### config.mk
export PLATFORM = sky130hd
export DESIGN_NAME = ui_call_ctrl
export DESIGN_NICKNAME = d
export VERILOG_FILES = /design/src/rtl/ui_pkg.sv /design/src/rtl/ui_menu_nav.sv /design/src/rtl/ui_call_ctrl.sv
export SDC_FILE = /design/constraint.sdc
export NUM_CORES = 1
export LEC_CHECK = 0
export CAP_MARGIN = 20
export CORE_MARGIN = 2
export CORE_UTILIZATION = 60
export CTS_BUF_LIST = sky130_fd_sc_hd__clkbuf_4 sky130_fd_sc_hd__clkbuf_8
export DETAILED_ROUTE_END_ITERATION = 16
export GPL_ROUTABILITY_DRIVEN = 0
export PLACE_DENSITY = 0.81
export SLEW_MARGIN = 40
export SYNTH_ARGS = -nofsm -noshare
export SYNTH_HDL_FRONTEND = slang
export SYNTH_SLANG_ARGS = --single-unit
### constraint.sdc
create_clock -name clk -period 10.2 [get_ports clk]
set_clock_uncertainty 0.15 [all_clocks]
set_input_delay 2.55 -clock clk [delete_from_list [all_inputs] [get_ports clk]]
set_output_delay 2.55 -clock clk [all_outputs]
set_load 0.05 [all_outputs]
### src/rtl/ui_pkg.sv
// Shared encodings for the phone UI: call states, application commands,
// menu item indices and the button-priority / menu-tree helpers.
package ui_pkg;

  typedef enum logic [2:0] {
    ST_INIT     = 3'd0,
    ST_IDLE     = 3'd1,
    ST_OUTGOING = 3'd2,
    ST_INCOMING = 3'd3,
    ST_BUSY     = 3'd4,
    ST_WAITING  = 3'd5
  } call_state_e;

  typedef enum logic [2:0] {
    CMD_NONE   = 3'd0,
    CMD_CALL   = 3'd1,
    CMD_ANSWER = 3'd2,
    CMD_REJECT = 3'd3,
    CMD_HANGUP = 3'd4,
    CMD_SWAP   = 3'd5,
    CMD_TO_VM  = 3'd6
  } cmd_e;

  typedef enum logic [2:0] {
    BTN_NONE, BTN_UP, BTN_DOWN, BTN_RIGHT, BTN_LEFT, BTN_ENTER
  } btn_e;

  // Top level 0..6, each followed in index order by its submenu (7..15).
  localparam logic [3:0] MI_CALL         = 4'd0;
  localparam logic [3:0] MI_VOLUME       = 4'd1;
  localparam logic [3:0] MI_VOICEMAIL    = 4'd2;
  localparam logic [3:0] MI_BLOCK        = 4'd3;
  localparam logic [3:0] MI_FWD          = 4'd4;
  localparam logic [3:0] MI_GET_NUM      = 4'd5;
  localparam logic [3:0] MI_SET_TIME     = 4'd6;
  localparam logic [3:0] MI_TOP_LAST     = 4'd6;
  localparam logic [3:0] MI_DIAL         = 4'd7;
  localparam logic [3:0] MI_VOL_ADJ      = 4'd8;
  localparam logic [3:0] MI_VM_TOGGLE    = 4'd9;
  localparam logic [3:0] MI_BLOCK_TOGGLE = 4'd10;
  localparam logic [3:0] MI_FWD_TOGGLE   = 4'd11;
  localparam logic [3:0] MI_SHOW_NUM     = 4'd12;
  localparam logic [3:0] MI_TIME_HH      = 4'd13;
  localparam logic [3:0] MI_TIME_MM      = 4'd14;
  localparam logic [3:0] MI_TIME_SS      = 4'd15;

  function automatic btn_e pick_btn(input logic up, down, right, left, enter);
    if (up)    return BTN_UP;
    if (down)  return BTN_DOWN;
    if (right) return BTN_RIGHT;
    if (left)  return BTN_LEFT;
    if (enter) return BTN_ENTER;
    return BTN_NONE;
  endfunction

  function automatic logic [3:0] sub_first(input logic [3:0] top);
    return (top > MI_TOP_LAST) ? top : top + 4'd7;
  endfunction

  function automatic logic [3:0] sub_last(input logic [3:0] top);
    return (top == MI_SET_TIME) ? MI_TIME_SS : sub_first(top);
  endfunction

  function automatic logic [3:0] parent_of(input logic [3:0] item);
    return (item >= MI_TIME_HH) ? MI_SET_TIME : item - 4'd7;
  endfunction

endpackage

### src/rtl/ui_menu_nav.sv
// Two-level menu cursor plus the settings it owns (volume, feature toggles).
// Raises dial_req combinationally when enter lands on a dial item.
module ui_menu_nav
  import ui_pkg::*;
#(
  parameter int VOL_W = 4
) (
  input  logic             clk,
  input  logic             reset,
  input  logic             active,
  input  logic             allow_enter,
  input  logic             up,
  input  logic             down,
  input  logic             left,
  input  logic             right,
  input  logic             enter,
  output logic [3:0]       menu_item,
  output logic [VOL_W-1:0] volume,
  output logic             vm_en,
  output logic             block_en,
  output logic             fwd_en,
  output logic             dial_req
);

  localparam logic [VOL_W-1:0] VOL_MAX = '1;
  localparam logic [VOL_W-1:0] VOL_RST = {1'b1, {(VOL_W-1){1'b0}}};

  btn_e       btn;
  logic       at_top;
  logic [3:0] first;
  logic [3:0] last;

  // NOTE: every always_comb output gets a default first so no path can infer a latch.
  always_comb begin
    btn      = active ? pick_btn(up, down, right, left, enter) : BTN_NONE;
    at_top   = (menu_item <= MI_TOP_LAST);
    first    = at_top ? MI_CALL     : sub_first(parent_of(menu_item));
    last     = at_top ? MI_TOP_LAST : sub_last(parent_of(menu_item));
    dial_req = 1'b0;
    if (btn == BTN_ENTER && allow_enter &&
        (menu_item == MI_CALL || menu_item == MI_DIAL))
      dial_req = 1'b1;
  end

  // NOTE: state registers use non-blocking assignments so all flops update together.
  always_ff @(posedge clk) begin
    if (!reset) begin
      menu_item <= MI_CALL;
      volume    <= VOL_RST;
      vm_en     <= 1'b0;
      block_en  <= 1'b0;
      fwd_en    <= 1'b0;
    end else begin
      case (btn)
        BTN_UP:
          if (menu_item == MI_VOL_ADJ) begin
            if (volume != VOL_MAX) volume <= volume + VOL_W'(1);
          end else begin
            menu_item <= (menu_item == first) ? last : menu_item - 4'd1;
          end
        BTN_DOWN:
          if (menu_item == MI_VOL_ADJ) begin
            if (volume != '0) volume <= volume - VOL_W'(1);
          end else begin
            menu_item <= (menu_item == last) ? first : menu_item + 4'd1;
          end
        BTN_RIGHT: if (at_top)  menu_item <= sub_first(menu_item);
        BTN_LEFT:  if (!at_top) menu_item <= parent_of(menu_item);
        BTN_ENTER:
          if (allow_enter) begin
            case (menu_item)
              MI_VM_TOGGLE:    vm_en    <= ~vm_en;
              MI_BLOCK_TOGGLE: block_en <= ~block_en;
              MI_FWD_TOGGLE:   fwd_en   <= ~fwd_en;
              default: ;
            endcase
          end
        default: ;
      endcase
    end
  end

endmodule

### src/rtl/ui_call_ctrl.sv
// Call-control FSM for the phone UI: ring timeouts, call-waiting, and a
// single-slot valid/ready command port towards the application layer.
module ui_call_ctrl
  import ui_pkg::*;
#(
  parameter int          ADDR_W  = 8,
  parameter int          VOL_W   = 4,
  parameter logic [31:0] RING_TO = 32'd270000000
) (
  input  logic              clk,
  input  logic              reset,
  input  logic              up,
  input  logic              down,
  input  logic              left,
  input  logic              right,
  input  logic              enter,
  input  logic [ADDR_W-1:0] sw,
  input  logic              inc_call,
  input  logic [ADDR_W-1:0] inc_addr,
  input  logic              connected,
  input  logic              ended,
  output logic              cmd_valid,
  output logic [2:0]        cmd,
  output logic [ADDR_W-1:0] cmd_addr,
  input  logic              cmd_ready,
  output logic [2:0]        state,
  output logic [3:0]        menu_item,
  output logic [VOL_W-1:0]  volume,
  output logic              vm_en,
  output logic              block_en,
  output logic              fwd_en,
  output logic [ADDR_W-1:0] peer_addr
);

  call_state_e       cs, ns;
  cmd_e              cmd_q, issue_cmd;
  logic              issue, free, timeout, dial_req, left_p, enter_p;
  logic [ADDR_W-1:0] issue_addr, peer_nxt, held_q, held_nxt;
  logic [31:0]       ring_cnt;
  btn_e              btn;

  ui_menu_nav #(.VOL_W(VOL_W)) u_nav (
    .clk        (clk),
    .reset      (reset),
    .active     (cs != ST_INIT),
    .allow_enter(cs == ST_IDLE || cs == ST_BUSY),
    .up         (up),
    .down       (down),
    .left       (left),
    .right      (right),
    .enter      (enter),
    .menu_item  (menu_item),
    .volume     (volume),
    .vm_en      (vm_en),
    .block_en   (block_en),
    .fwd_en     (fwd_en),
    .dial_req   (dial_req)
  );

  assign btn     = pick_btn(up, down, right, left, enter);
  assign left_p  = (btn == BTN_LEFT);
  assign enter_p = (btn == BTN_ENTER);
  assign free    = ~cmd_valid;
  assign timeout = (ring_cnt == RING_TO - 32'd1);
  assign state   = cs;
  assign cmd     = cmd_q;

  // Button actions that need the port are skipped entirely while it is busy;
  // timeouts and remote events still move the state, their command is dropped.
  always_comb begin
    ns         = cs;
    issue      = 1'b0;
    issue_cmd  = CMD_NONE;
    issue_addr = peer_addr;
    peer_nxt   = peer_addr;
    held_nxt   = held_q;
    case (cs)
      ST_INIT: if (enter_p) ns = ST_IDLE;
      ST_IDLE:
        if (inc_call) begin
          if (block_en) begin
            issue = 1'b1; issue_cmd = CMD_REJECT; issue_addr = inc_addr;
          end else begin
            peer_nxt = inc_addr; ns = ST_INCOMING;
          end
        end else if (dial_req && free) begin
          issue = 1'b1; issue_cmd = CMD_CALL; issue_addr = sw;
          peer_nxt = sw; ns = ST_OUTGOING;
        end
      ST_OUTGOING:
        if (ended)                 ns = ST_IDLE;
        else if (connected)        ns = ST_BUSY;
        else if (timeout || (left_p && free)) begin
          issue = 1'b1; issue_cmd = CMD_HANGUP; ns = ST_IDLE;
        end else if (inc_call) begin
          issue = 1'b1; issue_cmd = CMD_REJECT; issue_addr = inc_addr;
        end
      ST_INCOMING:
        if (ended) ns = ST_IDLE;
        else if (timeout) begin
          issue = 1'b1; issue_cmd = vm_en ? CMD_TO_VM : CMD_REJECT; ns = ST_IDLE;
        end else if (enter_p && free) begin
          issue = 1'b1; issue_cmd = CMD_ANSWER; ns = ST_BUSY;
        end else if (left_p && free) begin
          issue = 1'b1; issue_cmd = CMD_REJECT; ns = ST_IDLE;
        end else if (inc_call) begin
          issue = 1'b1; issue_cmd = CMD_REJECT; issue_addr = inc_addr;
        end
      ST_BUSY:
        if (ended) ns = ST_IDLE;
        else if (left_p && free) begin
          issue = 1'b1; issue_cmd = CMD_HANGUP; ns = ST_IDLE;
        end else if (inc_call) begin
          if (block_en) begin
            issue = 1'b1; issue_cmd = CMD_REJECT; issue_addr = inc_addr;
          end else begin
            held_nxt = inc_addr; ns = ST_WAITING;
          end
        end
      ST_WAITING:
        if (ended) ns = ST_IDLE;
        else if (enter_p && free) begin
          issue = 1'b1; issue_cmd = CMD_SWAP; issue_addr = held_q;
          peer_nxt = held_q; ns = ST_BUSY;
        end else if (left_p && free) begin
          issue = 1'b1; issue_cmd = CMD_REJECT; issue_addr = held_q; ns = ST_BUSY;
        end else if (inc_call) begin
          issue = 1'b1; issue_cmd = CMD_REJECT; issue_addr = inc_addr;
        end
      default: ns = ST_INIT;
    endcase
  end

  always_ff @(posedge clk) begin
    if (!reset) begin
      cs        <= ST_INIT;
      peer_addr <= '0;
      held_q    <= '0;
      ring_cnt  <= '0;
      cmd_valid <= 1'b0;
      cmd_q     <= CMD_NONE;
      cmd_addr  <= '0;
    end else begin
      cs        <= ns;
      peer_addr <= peer_nxt;
      held_q    <= held_nxt;
      if (ns != cs || !(cs == ST_OUTGOING || cs == ST_INCOMING))
        ring_cnt <= '0;
      else
        ring_cnt <= ring_cnt + 32'd1;
      if (cmd_valid && cmd_ready) begin
        cmd_valid <= 1'b0;
        cmd_q     <= CMD_NONE;
      end else if (issue && free) begin
        cmd_valid <= 1'b1;
        cmd_q     <= issue_cmd;
        cmd_addr  <= issue_addr;
      end
    end
  end

endmodule
==> results.yml, run 1 <==
yosys:
  synth.yosys.seq_area_share_pct: 27.22
  synth_edf_count: 0
  async_flop_share_pct: 0
  avgSynthCellArea_um2: 7.505
  ys.flop_type: "dfxtp_1"
  synth_top_area_cell: "dfxtp_1"
  syn_nets: 764
  synth.distinct_cells: 74
  ys_seq_elements: 74
  synth.top_cells.by_area: "dfxtp_1 27%, nor2_1 7.9%, mux2i_1 6.1%"
  netlist_area_um2: 5441
  synth_top_area_share_pct: 27.22
  synthCells: 725
  synth.yosys.warnings: 0
critical_path:
  critical-path-max-stage-delay_ns: 0.62
  cp.arrival_ns: 6.00
  cp-start-kind: "primary input"
  crit_path_end_kind: "flip-flop"
  r2r-end: "u_nav.menu_item[0]"
  cp_max_fo: 13
  required_ns: 10.34
  cp_slowest_cell: "clkdlybuf4s50_1"
  reg2reg_depth: 13
  r2r_slack_ns: 6.01
  path_class: "in -> reg"
  timing.rr.start: "u_nav.menu_item[0]"
  crit_path_cell_trace: "clkdlybuf4s50_1, or4b_1, a211oi_2, and3_1, a31oi_1, o311a_1, a211oi_4, buf_4, o21ai_0, a21oi_1"
clocking:
  cts_setup_buffers: 0
  cts-htree-levels: 3
  clockBufferDepth: 2
  cts_root_buf: "clkbuf_8"
  cts_resized: 0
  clock-sinks: 74
  worstSkewPairLatency_ns: 0.37
  cts_tree: "done"
  cts-buffers-inserted: 9
  path_clk_slew_ns: 0.08
  cts_hold_buf: 0
hold_path:
  worstHoldPathCells: 1
  min-delay-start: "ring_cnt[0]"
  hp-class: "reg -> reg"
  hold_end: "ring_cnt[0]"
final_layout:
  fill_cells: 698
  fin_util_pct: 71.17
  multiInputGateArea_um2: 3654
  drive_gt1_share_pct: 6.675
  n_antenna_cell: 0
  area_growth_pct: 14.62
  seq_area_um2: 1483
  stdcell_count: 872
  fin_area_um2: 6237
  num-nets-final: 798
floorplanning:
  fp.coreArea_um2: 8763
  dieArea_um2: 9847
  ios: 61
  rows: 34
  start_util_pct: 62.09
  die_w_um: 99.23
  die_y_um: 99.23
pwr:
  p_seq_share_pct: 44.0
  clkPwrFrac_pct: 33.5
  peakVddDrop_mv: 0.07941
  p_comb_share_pct: 22.5
  power-per-cell-area_nw_per_um2: 113.4
  switching_share_pct: 33.54
  p_switching_w: 0.0002372
  intPower_w: 0.0004700
  p_leak_nw: 2.080
drt:
  final_antenna_net_count: 0
  viasPerCell: 6.646
  firstDrtPassIters: 6
  route.detailed.drc: 0
  routed_wirelength_um: 16110
  first_iter_violations: 697
  avgRoutedWirePerCell_um: 18.48
  vias: 5795
sta:
  tns_ns: 0
  relSlewSlack_pct: 45.00
  tightestPinTransition_ns: 0.8224
  rsz0062_at_grt: "no"
  timing.final.crit_share_pct: 57.53
  fmax_mhz: 170.4
  setup_viol: 0
  hold_violations: 0
  min_period_ns: 5.868
  fin_ws_ns: 4.332
  drv_slew: 0
grt:
  grt_pass1_vias: 5389
  overflow: 0
  antenna_found_initial: 0
  grt_pass1_wl_um: 26250
  grt_usage_pct: 32.73
  grt_max_degree: 33
placed_design:
  placement.io_buffers: 60
  dp_cells: 855
  dp_slack_ns: 3.918
  place_area_um2: 6025
  dp_hpwl_um: 11220
outcome:
  status: "finished, final reports clean"
run:
  max_cap_violations: 0
[layer usage]
| metal | part of all wire (%) | track usage, % | routed length (µm) |
|---|---|---|---|
| met1 | 41 | 44.51 | 6574 |
| met5 | 0 | 0 | 0 |
| met3 | 11 | 8.011 | 1817 |
| met4 | 3.1 | 12.01 | 496 |
| met2 | 45 | 50.42 | 7222 |
[worst max-delay path: cells and delay by family]
kind	cells	cell delay [ns]
and+or+nand+nor	2	1.08
AOI/OAI and AO/OA	6	1.46
buffers and inverters	2	0.91
[state kept, by name (all words and copies together), names as in the netlist, 3 cells and up]
name	count
ring_cnt	32
held_q	8
peer_addr	8
cmd	3
cmd_addr	8
state	3
u_nav.volume	4
u_nav.menu_item	4
[cell usage in the layout (no fill, tap or decap), types with 23 or more instances in the layout]
master / netlist / final
inv_1: 29 / 28
nand3_1: 24 / 24
nor2_1: 114 / 113
mux2i_1: 33 / 33
xor2_1: 23 / 23
clkdlybuf4s50_1: 0 / 59
nand2_1: 50 / 50
o21ai_0: 48 / 48
dfxtp_1: 74 / 73
a21oi_1: 46 / 45
[stage by stage]
stage	hold slack [ns]	total power, W
finish	0.3277	0.0007073
global route	0.3540	0.0007394
CTS	0.3342	0.0007028
detailed placement	0.3145	0.0004698
global placement	0.2949	0.0004664
floorplan	0.2798	0.0004262
[kinds of logic after synthesis]
| logic type | synth area share, % |
|---|---|
| AO/OA/AOI/OAI | 24.53 |
| XOR/XNOR | 7.243 |
| adder cells (fa/ha/maj) | 2.897 |
| buffers and inverters | 5.978 |
| flip-flops | 27.22 |
| multiplexers | 6.898 |
| AND/OR/NAND/NOR | 25.22 |
[cells in the mapped netlist (20+ instances only)]
cell type	n
a21oi_1	46
a31oi_1	20
clkbuf_1	27
xor2_1	23
xnor2_1	22
nand3_1	24
o21ai_0	48
nor2_1	114
mux2i_1	33
nor3_1	22
nand2_1	50
inv_1	29
dfxtp_1	74
[how the worst max path moves through the flow]
stage,startpoint,endpoint,slack (ns),depth (start not counted)
finish,down,cmd_addr[5],4.33,10
CTS,down,cmd_addr[2],4.29,9
detailed placement,down,cmd_addr[2],3.92,9
floorplan,right,cmd_addr[2],5.35,11
global route,down,cmd_addr[5],4.16,10
global placement,down,cmd_addr[2],4.03,9
[cell type report]
| cell class | count | share of cell area, % |
|---|---|---|
| Clock buffer | 10 | 2.106 |
| Sequential cell | 74 | 23.77 |
| Clock inverter | 6 | 1.063 |
| Multi-Input combinational cell | 576 | 58.58 |
| Inverter | 30 | 1.805 |
| Tap cell | 108 | 2.167 |
| Timing Repair Buffer | 68 | 10.51 |
[power groups by stage]
stage	clock network, W	registers (W)	logic (W)
after floorplan	0	0.000316	0.000110
after global placement	0	0.000316	0.000150
after detailed placement	0	0.000317	0.000153
after CTS	0.000239	0.000310	0.000154
after global routing	0.000257	0.000313	0.000169
final	0.000237	0.000311	0.000159
Note: power is estimated with default switching activity, not from simulation.
==> run 2, diff against run 1 <==
--- a/config.mk
+++ b/config.mk
@@ -7,11 +7,11 @@
 export LEC_CHECK = 0
 export CAP_MARGIN = 20
 export CORE_MARGIN = 2
-export CORE_UTILIZATION = 60
+export CORE_UTILIZATION = 53
 export CTS_BUF_LIST = sky130_fd_sc_hd__clkbuf_4 sky130_fd_sc_hd__clkbuf_8
 export DETAILED_ROUTE_END_ITERATION = 16
 export GPL_ROUTABILITY_DRIVEN = 0
-export PLACE_DENSITY = 0.81
+export PLACE_DENSITY = 0.76
 export SLEW_MARGIN = 40
 export SYNTH_ARGS = -nofsm -noshare
 export SYNTH_HDL_FRONTEND = slang
==> constraint.sdc (replaced) <==
create_clock -name clk -period 4.75 [get_ports clk]
set_clock_uncertainty 0.15 [all_clocks]
set_input_delay 1.1875 -clock clk [delete_from_list [all_inputs] [get_ports clk]]
set_output_delay 1.1875 -clock clk [all_outputs]
set_load 0.05 [all_outputs]
==> run 2 against run 1 <==
Routed wire length shrank 2.6%. Worst setup slack lost 3.7 ns. Critical path type is now reg -> reg. Largest power group unchanged. Critical endpoint is now u_nav.menu_item[1]. Die area grew 13%. Utilization shrank 6.5 points. Highest routed layer unchanged.
==> results.yml, run 2 (synthesis gave the netlist of run 1 again) <==
outcome:
  status: "finished, final reports clean"
final_layout:
  top_register: "ring_cnt"
  multiInputGateArea_um2: 3659
  drive_gt1_share_pct: 7.484
  largest_register_ffs: 32
  seq_area_um2: 1481
  final_common_cell: "nor2_1"
  area_growth_pct: 17.18
  num-nets-final: 809
  final_cell_mix: "113 x nor2_1, 74 x dfxtp_1, 60 x clkdlybuf4s50_1"
  n_antenna_cell: 0
  fill_cells: 850
drt:
  highest_layer: "met4"
  wl_met2_um: 7068
  wl_met3_um: 1383
  first_iter_violations: 1006
  viasPerCell: 6.356
  drt-met1-wl_um: 6761
  firstDrtPassIters: 7
  vias: 5771
  final_antenna_net_count: 0
  avgRoutedWirePerCell_um: 17.28
  route.detailed.drc: 0
  routed_wirelength_um: 15690
hold_path:
  hp-class: "reg -> reg"
  min-delay-start: "ring_cnt[0]"
clocking:
  cts_hold_buf: 0
  clock-sinks: 74
  cts_root_buf: "clkbuf_8"
  path_clk_slew_ns: 0.08
  cts_resized: 0
  cts-htree-levels: 3
  clockBufferDepth: 2
  worstSkewPairLatency_ns: 0.36
  cts_setup_buffers: 0
  cts-buffers-inserted: 9
  cts_tree: "done"
floorplanning:
  ios: 61
  rows: 36
  fp.coreArea_um2: 9864
  start_util_pct: 55.16
  die_w_um: 105.3
  dieArea_um2: 11090
  die_y_um: 105.3
sta:
  min_period_ns: 4.146
  hold_violations: 0
  rsz0062_at_grt: "no"
  tightestPinTransition_ns: 0.8438
  tns_ns: 0
  timing.final.crit_share_pct: 87.29
  drv_slew: 0
  relSlewSlack_pct: 43.15
  fmax_mhz: 241.2
  fin_ws_ns: 0.6038
  setup_viol: 0
pwr:
  peakVddDrop_mv: 0.1981
  p_leak_nw: 2.156
  power-per-cell-area_nw_per_um2: 242.6
critical_path:
  crit_path_cell_trace: "inv_1, ha_1, nand2b_1, a31oi_1, inv_1, ha_1, nor2_1, a21oi_1, a211o_1, a31oi_2, and3_1, a2111oi_0, a21oi_1"
  cp.arrival_ns: 4.23
  cp_max_fo: 13
  critical-path-max-stage-delay_ns: 0.63
  cp-start-kind: "flip-flop"
  startpoint: "u_nav.menu_item[1]"
  timing.rr.start: "u_nav.menu_item[1]"
  cp_slowest_cell: "dfxtp_1"
  path_class: "reg -> reg"
  required_ns: 4.83
  crit_path_end_kind: "flip-flop"
grt:
  antenna_found_initial: 0
  grt_pass1_vias: 5385
  grt_usage_pct: 28.17
  overflow: 0
  grt_max_degree: 33
  grt_pass1_wl_um: 25790
placed_design:
  placement.io_buffers: 60
  dp_slack_ns: 0.4102
  dp_hpwl_um: 11220
run:
  max_cap_violations: 0
==> run 2: per-layer routing <==
metal / up-vias / global-route usage (%)
met2: 316 / 45.02
met1: 2672 / 38.10
met5: - / 0
li1: 2725 / -
met3: 58 / 5.318
met4: 0 / 9.429
==> run 2: worst max-delay path, delay by kind of cell (launching register included) <==
kind,cells,cell delay [ns]
DFF,1,0.63
and+or+nand+nor,3,0.60
adders and majority gates,2,0.63
buffers and inverters,2,0.27
AOI/OAI and AO/OA,6,1.73
==> run 2: path summary, 6_finish.rpt <==
kind,end,slack [ns],depth (start not counted)
hold / removal,ring_cnt[0],0.32,1
setup reg to reg,u_nav.menu_item[1],0.60,13
hold reg to reg,ring_cnt[0],0.32,1
setup / recovery,u_nav.menu_item[1],0.60,13
==> run 2: power breakdown <==
group	switching (W)	internal, W	leakage, nW
combinational	0.000225	0.000140	1.45
sequential	0.0000255	0.000628	0.596
clock	0.000243	0.000285	0.111
==> run 2: through the flow <==
step	hold WS, ns	util, %	std cells	total power, W	instance area (µm²)
after floorplan	0.2798	-	725	0.0009152	5441
after global placement	0.2893	62.29	892	0.001010	6145
after detailed placement	0.3050	62.32	892	0.001020	6147
after CTS	0.3231	64.49	908	0.001544	6361
after global routing	0.3413	64.64	908	0.001616	6376
final	0.3247	64.64	908	0.001547	6376
==> run 2: layout make-up <==
type / instances / area share, %
multi-input cells: 576 / 57.38
flip-flops and latches: 74 / 23.23
repair buffers: 79 / 11.66
clock buffers: 13 / 2.610
well taps: 133 / 2.610
inverters: 30 / 1.766
clock inverters: 3 / 0.7457
